File: src/rtl/bin2bcd_arb_if.sv
// Request/response and converter-side bus of the shared bin2bcd arbiter.
// The slave modport is the arbiter's view; master is the requester/converter view.
interface bin2bcd_arb_if #(
  parameter int NREQ  = 4,
  parameter int BIN_W = 11,
  parameter int BCD_W = 17
);
  logic [NREQ-1:0]       req_vld;
  logic [NREQ*BIN_W-1:0] req_bin;
  logic [NREQ-1:0]       req_rdy;
  logic [NREQ-1:0]       rsp_vld;
  logic [BCD_W-1:0]      rsp_bcd;
  logic                  rsp_err;
  logic [BIN_W-1:0]      cvt_bin;
  logic                  cvt_bin_vld;
  logic [BCD_W-1:0]      cvt_bcd;
  logic                  cvt_bcd_vld;

  modport slave (
    input  req_vld, req_bin, cvt_bcd, cvt_bcd_vld,
    output req_rdy, rsp_vld, rsp_bcd, rsp_err, cvt_bin, cvt_bin_vld
  );

  modport master (
    output req_vld, req_bin, cvt_bcd, cvt_bcd_vld,
    input  req_rdy, rsp_vld, rsp_bcd, rsp_err, cvt_bin, cvt_bin_vld
  );
endinterface

File: src/rtl/bin2bcd_arb.sv
// Round-robin sequencer sharing one bin2bcd converter among NREQ requesters,
// with a per-conversion timeout and requester-tagged single-cycle responses.
module bin2bcd_arb #(
  parameter int NREQ  = 4,
  parameter int BIN_W = 11,
  parameter int BCD_W = 17,
  parameter int TMO   = 64
) (
  input  logic         clk,
  input  logic         rst,
  bin2bcd_arb_if.slave bus,
  output logic         busy
);
  localparam int PW = $clog2(NREQ);
  localparam int TW = $clog2(TMO);

  typedef enum logic [0:0] {
    IDLE = 1'b0,
    WAIT = 1'b1
  } state_e;

  state_e            state_q, state_d;
  logic [PW-1:0]     ptr_q, ptr_d;
  logic [PW-1:0]     gidx_q, gidx_d;
  logic [TW-1:0]     timer_q, timer_d;
  logic [NREQ-1:0]   req_rdy_q, req_rdy_d;
  logic [NREQ-1:0]   rsp_vld_q, rsp_vld_d;
  logic [BCD_W-1:0]  rsp_bcd_q, rsp_bcd_d;
  logic              rsp_err_q, rsp_err_d;
  logic [BIN_W-1:0]  cvt_bin_q, cvt_bin_d;
  logic              cvt_bin_vld_q, cvt_bin_vld_d;
  logic              busy_q, busy_d;
  logic [PW-1:0]     grant_s;
  logic [PW-1:0]     cand_s;

  // Round-robin pick: scan downward so the nearest requester after ptr wins.
  always_comb begin
    grant_s = ptr_q;
    cand_s  = '0;
    for (int i = NREQ; i >= 1; i--) begin
      cand_s  = PW'((int'(ptr_q) + i) % NREQ);
      grant_s = bus.req_vld[cand_s] ? cand_s : grant_s;
    end
  end

  // Next-state and registered-output computation for the IDLE/WAIT sequencer.
  always_comb begin
    state_d       = state_q;
    ptr_d         = ptr_q;
    gidx_d        = gidx_q;
    timer_d       = timer_q;
    req_rdy_d     = '0;
    rsp_vld_d     = '0;
    rsp_bcd_d     = rsp_bcd_q;
    rsp_err_d     = rsp_err_q;
    cvt_bin_d     = cvt_bin_q;
    cvt_bin_vld_d = 1'b0;
    case (state_q)
      IDLE: begin
        if (bus.req_vld != '0) begin
          cvt_bin_d          = bus.req_bin[int'(grant_s)*BIN_W +: BIN_W];
          cvt_bin_vld_d      = 1'b1;
          req_rdy_d[grant_s] = 1'b1;
          gidx_d             = grant_s;
          ptr_d              = grant_s;
          timer_d            = '0;
          state_d            = WAIT;
        end else begin
          state_d = IDLE;
        end
      end
      WAIT: begin
        timer_d = timer_q + TW'(1);
        // A result arriving on the expiry cycle still counts as success.
        if (bus.cvt_bcd_vld) begin
          rsp_bcd_d         = bus.cvt_bcd;
          rsp_err_d         = 1'b0;
          rsp_vld_d[gidx_q] = 1'b1;
          state_d           = IDLE;
        end else if (timer_q == TW'(TMO - 1)) begin
          rsp_bcd_d         = '0;
          rsp_err_d         = 1'b1;
          rsp_vld_d[gidx_q] = 1'b1;
          state_d           = IDLE;
        end else begin
          state_d = WAIT;
        end
      end
      default: begin
        state_d = IDLE;
      end
    endcase
    busy_d = (state_d != IDLE);
  end

  // State and output registers.
  always_ff @(posedge clk or posedge rst) begin
    if (rst) begin
      state_q       <= IDLE;
      ptr_q         <= PW'(NREQ - 1);
      gidx_q        <= '0;
      timer_q       <= '0;
      req_rdy_q     <= '0;
      rsp_vld_q     <= '0;
      rsp_bcd_q     <= '0;
      rsp_err_q     <= 1'b0;
      cvt_bin_q     <= '0;
      cvt_bin_vld_q <= 1'b0;
      busy_q        <= 1'b0;
    end else begin
      state_q       <= state_d;
      ptr_q         <= ptr_d;
      gidx_q        <= gidx_d;
      timer_q       <= timer_d;
      req_rdy_q     <= req_rdy_d;
      rsp_vld_q     <= rsp_vld_d;
      rsp_bcd_q     <= rsp_bcd_d;
      rsp_err_q     <= rsp_err_d;
      cvt_bin_q     <= cvt_bin_d;
      cvt_bin_vld_q <= cvt_bin_vld_d;
      busy_q        <= busy_d;
    end
  end

  assign bus.req_rdy     = req_rdy_q;
  assign bus.rsp_vld     = rsp_vld_q;
  assign bus.rsp_bcd     = rsp_bcd_q;
  assign bus.rsp_err     = rsp_err_q;
  assign bus.cvt_bin     = cvt_bin_q;
  assign bus.cvt_bin_vld = cvt_bin_vld_q;
  assign busy            = busy_q;
endmodule
File: src/flat_wrapper.sv
// flat-port wrapper written by rule: the top's interface ports become plain ports
module bin2bcd_arb_flat 
#(
  parameter int NREQ  = 4,
  parameter int BIN_W = 11,
  parameter int BCD_W = 17,
  parameter int TMO   = 64
)
  (clk, rst, busy, bus_req_vld, bus_req_bin, bus_cvt_bcd, bus_cvt_bcd_vld, bus_req_rdy, bus_rsp_vld, bus_rsp_bcd, bus_rsp_err, bus_cvt_bin, bus_cvt_bin_vld);
  bin2bcd_arb_if #(.NREQ(NREQ), .BIN_W(BIN_W), .BCD_W(BCD_W)) bus_i ();
  input  logic clk;
  input  logic rst;
  output logic busy;
  input wire logic [$bits(bus_i.req_vld)-1:0] bus_req_vld;
  input wire logic [$bits(bus_i.req_bin)-1:0] bus_req_bin;
  input wire logic [$bits(bus_i.cvt_bcd)-1:0] bus_cvt_bcd;
  input wire logic [$bits(bus_i.cvt_bcd_vld)-1:0] bus_cvt_bcd_vld;
  output wire logic [$bits(bus_i.req_rdy)-1:0] bus_req_rdy;
  output wire logic [$bits(bus_i.rsp_vld)-1:0] bus_rsp_vld;
  output wire logic [$bits(bus_i.rsp_bcd)-1:0] bus_rsp_bcd;
  output wire logic [$bits(bus_i.rsp_err)-1:0] bus_rsp_err;
  output wire logic [$bits(bus_i.cvt_bin)-1:0] bus_cvt_bin;
  output wire logic [$bits(bus_i.cvt_bin_vld)-1:0] bus_cvt_bin_vld;
  assign bus_i.req_vld = bus_req_vld;
  assign bus_i.req_bin = bus_req_bin;
  assign bus_i.cvt_bcd = bus_cvt_bcd;
  assign bus_i.cvt_bcd_vld = bus_cvt_bcd_vld;
  assign bus_req_rdy = bus_i.req_rdy;
  assign bus_rsp_vld = bus_i.rsp_vld;
  assign bus_rsp_bcd = bus_i.rsp_bcd;
  assign bus_rsp_err = bus_i.rsp_err;
  assign bus_cvt_bin = bus_i.cvt_bin;
  assign bus_cvt_bin_vld = bus_i.cvt_bin_vld;
  bin2bcd_arb #(.NREQ(NREQ), .BIN_W(BIN_W), .BCD_W(BCD_W), .TMO(TMO)) u_core (.clk(clk), .rst(rst), .bus(bus_i), .busy(busy));
endmodule
File: config.mk
export PLATFORM = sky130hd
export DESIGN_NAME = bin2bcd_arb_flat
export DESIGN_NICKNAME = d
export VERILOG_FILES = /design/src/rtl/bin2bcd_arb_if.sv /design/src/rtl/bin2bcd_arb.sv /design/src/flat_wrapper.sv
export SDC_FILE = /design/constraint.sdc
export NUM_CORES = 1
export LEC_CHECK = 0
export CAP_MARGIN = 20
export CORE_MARGIN = 1
export CORE_UTILIZATION = 38
export CTS_CLUSTER_DIAMETER = 200
export DETAILED_ROUTE_END_ITERATION = 10
export PLACE_DENSITY = 0.76
export SETUP_SLACK_MARGIN = 0.2
export SLEW_MARGIN = 25
export SYNTH_ARGS = -nofsm -noshare
export SYNTH_HDL_FRONTEND = slang
export SYNTH_SLANG_ARGS = --single-unit
export TNS_END_PERCENT = 30
File: constraint.sdc
create_clock -name clk -period 1.5 [get_ports clk]
set_input_delay 0.15 -clock clk [delete_from_list [all_inputs] [get_ports clk]]
set_output_delay 0.15 -clock clk [all_outputs]
set_load 0.005 [all_outputs]
==> flow_summary_export.csv <==
group,metric,value,unit
clock_network,cts_tree,"built",
place,hpwl,4.60,mm
synth,syn-num-nets,314,
sta,finalHoldViolCount,0,
synth,yosys-top-cells-count,"dfrtp_1, nand2_1, a211oi_2, nor2_1, o21ai_0",
synth,synth_cells,245,
sta,min_period,1.76,ns
global_routing,antenna_found_initial,0,
power,ir_drop,613,uV
critical_path,crit_chain,"nand2b_4, a21o_4, and3_4, mux2i_2, a211oi_2",
routing,vias,2372,
sta,skew,0.00414,ns
place,dp_cells,426,
global_routing,grt_usage,0.216,
global_routing,grt_pass1_vias,2228,
synth,yosysSeqAreaShare,0.497,
routing,drt_iter0_drc,95,
power,power_density,1190,mW/mm^2
critical_path,crit_fanout,7,
synth,synth_edf_count,0,
sta,setup_slack,-0.261,ns
sta,period_share,1.17,
routing,vias_per_cell,5.22,
clock_network,cts_buffer_depth,2,
layout,register_area,0.00123,mm^2
place,place.gp.congestion,0.766,
layout,area_delta_synth_final,69.0,%
routing,wl_per_cell,16.1,um
layout,multi_input_comb_area,0.00138,mm^2
layout,drive_gt1_frac,0.300,
place,dp_slack,-0.615,ns
sta,rsz0062_at_grt,"yes",
place,port_buffers,106,
clock_network,clock_latency,0.30,ns
synth,synth_flop_cell,"dfrtp_1",
layout,fill_cells,494,
critical_path,crit_buf_inv,0,
sta,slew_viol_final,0,
sta,tightest_slew,0.422,ns
outcome,violations,"negative setup slack",
sta,slew_headroom,0.717,
critical_path,end_kind,"register",
synth,synth_async_sr_flop_share,1.00,
synth,syn_avg_cell_area,10.1,um^2
clock_network,cts_made_buffers,5,
routing,first_pass_iters,4,
outcome,status,"finished, violations left",
critical_path,cp_top_family,"flip-flops",
synth,synth.largest_area_cell,"dfrtp_1",
critical_path,startpoint_type,"register",
floorplanning,ios,107,
synth,yosysMostFrequentCell,"dfrtp_1",
layout,num-nets-final,445,
critical_path,cp.required,1.68,ns
critical_path,arrival,1.94,ns
sta,hold_ws,0.222,ns
routing,drc,0,
clock_network,clock-sinks,49,
hold_path,hp-class,"in -> async",
global_routing,grt_max_degree,26,
clock_network,clk_pin_slew,0.09,ns
sta,setup_violations,18,
synth,yosysWarnings,0,
job,drv_cap,0,
clock_network,hold_buffers,0,
critical_path,path_class,"reg -> reg",
synth,synth_top_area_share,0.476,
power,p_leak,1.88,nW
floorplanning,start_util,0.392,
synth,synth.area.top_cells,"dfrtp_1, a211oi_2, nand2_1",
layout,antenna_cells,0,
clock_network,ctsHtreeMaxLevel,2,
critical_path,critPathMaxStageDelay,0.64,ns
synth,netlist_area,0.00247,mm^2
global_routing,grt_pass1_wl,10.9,mm
floorplanning,fp.dieW,82.7,um
floorplanning,fp.coreArea,0.00631,mm^2
layout,instances_no_fill,454,
synth,ys_types,41,
floorplanning,die_y,82.7,um
power,total_power,4.99,mW
routing,ant_nets,0,
critical_path,crit_slowest_cell,"dfstp_2",
floorplanning,die_area,0.00683,mm^2
global_routing,overflow,0,
routing,wl,7.31,mm
sta,fmax,568,MHz
clock_network,root_buffer,"clkbuf_8",
floorplanning,rows,29,
synth,ys_ff_latch,49,
[path summary, 6_finish.rpt]
check                                 startpoint                     to  slack, ns  cells past startpoint
min in group clk                  bus_cvt_bcd[7]  u_core.bus.rsp_bcd[7]       0.39                      3
min reg2reg                u_core.bus.rsp_bcd[2]  u_core.bus.rsp_bcd[2]       0.52                      2
max                              u_core.ptr_q[1]  u_core.bus.cvt_bin[7]      -0.26                      5
min                                          rst  u_core.bus.req_rdy[2]       0.22                      3
max in group asynchronous                    rst        u_core.ptr_q[0]       0.98                      3
max reg2reg                      u_core.ptr_q[1]  u_core.bus.cvt_bin[7]      -0.26                      5
[layer usage]
layer | GRT usage | vias to the layer above | share of wire
met2 | 0.366 | 79 | 0.51
met1 | 0.257 | 1167 | 0.42
li1 | - | 1118 | -
met5 | 0 | - | 0
met4 | 0.0862 | 0 | 0.013
met3 | 0.0615 | 8 | 0.062
[layout make-up]
class,count,area share
Clock buffer,6,0.0174
Clock inverter,2,0.00359
Inverter,14,0.0138
Multi-Input combinational cell,171,0.330
Sequential cell,49,0.294
Tap cell,77,0.0231
Timing Repair Buffer,135,0.318
[cell usage in the layout, fill, tap and decap left out, drive strengths merged]
master and count:
clkdlybuf4s50 63, nor3b 2, nor4 1, and3b 1
o211ai 1, nor2b 3, buf 29, dlymetal6s2s 6
nand3 4, clkdlybuf4s15 1, o21ai 21, and3 7
a21oi 5, clkinvlp 2, o21a 1, or2 1
clkbuf 6, nor2 21, dfrtp 47, nor3 3
and4 1, o31ai 1, dfstp 2, a211oi 22
mux2 1, nand2b 3, mux2i 11, inv 14
ha 1, dlygate4sd2 36, a22o 1, nand3b 1
nand2 40, nand4 1, a21o 2, a31oi 12
and2 3
[stage by stage]
stage                     utilization  setup TNS [ns]  cell area (um^2)
after floorplan                     -           -1.44              2520
after global placement          0.579           -8.72              3660
after detailed placement        0.579          -10.51              3660
after CTS                       0.642           -2.19              4050
after global routing            0.662           -4.02              4180
final                           0.662           -2.83              4180
[cell families after synthesis]
logic type               Yosys count  share of synthesized area
buffers and inverters             30                     0.0698
adder cells (fa/ha/maj)            1                    0.00506
flip-flops                        49                      0.497
AND/OR/NAND/NOR                   87                      0.165
AO/OA/AOI/OAI                     66                      0.214
multiplexers                      12                     0.0491
[worst reg2reg max path, cell delays in order (launching register included)]
cell	delay, ns
dfstp_2	0.64
nand2b_4	0.16
a21o_4	0.16
and3_4	0.29
mux2i_2	0.28
a211oi_2	0.11
[where the power goes]
| group | internal, mW | total [mW] | leakage [nW] | switching [mW] |
|---|---|---|---|---|
| clock network | 0.329 | 0.771 | 0.0374 | 0.441 |
| logic | 1.24 | 2.30 | 1.25 | 1.06 |
| registers | 1.67 | 1.92 | 0.600 | 0.256 |
| total | 3.23 | 4.99 | 1.88 | 1.76 |
[repair_timing]
item                                    4_1_cts  5_1_grt
cloned                                        5        0
pin swaps                                    22       22
gates resized for setup                      79       41
buffers inserted                             13        2
endpoints found under the setup margin       80       48
[flip-flops by register name (all words and copies together) (netlist names)]
register,cells
u_core.bus.rsp_vld,4
u_core.bus.req_rdy,4
u_core.bus.rsp_err,1
u_core.state_q,1
u_core.timer_q,6
u_core.ptr_q,2
u_core.bus.cvt_bin,11
u_core.bus.cvt_bin_vld,1
u_core.bus.rsp_bcd,17
u_core.gidx_q,2
(Power assumes the default switching activity.)
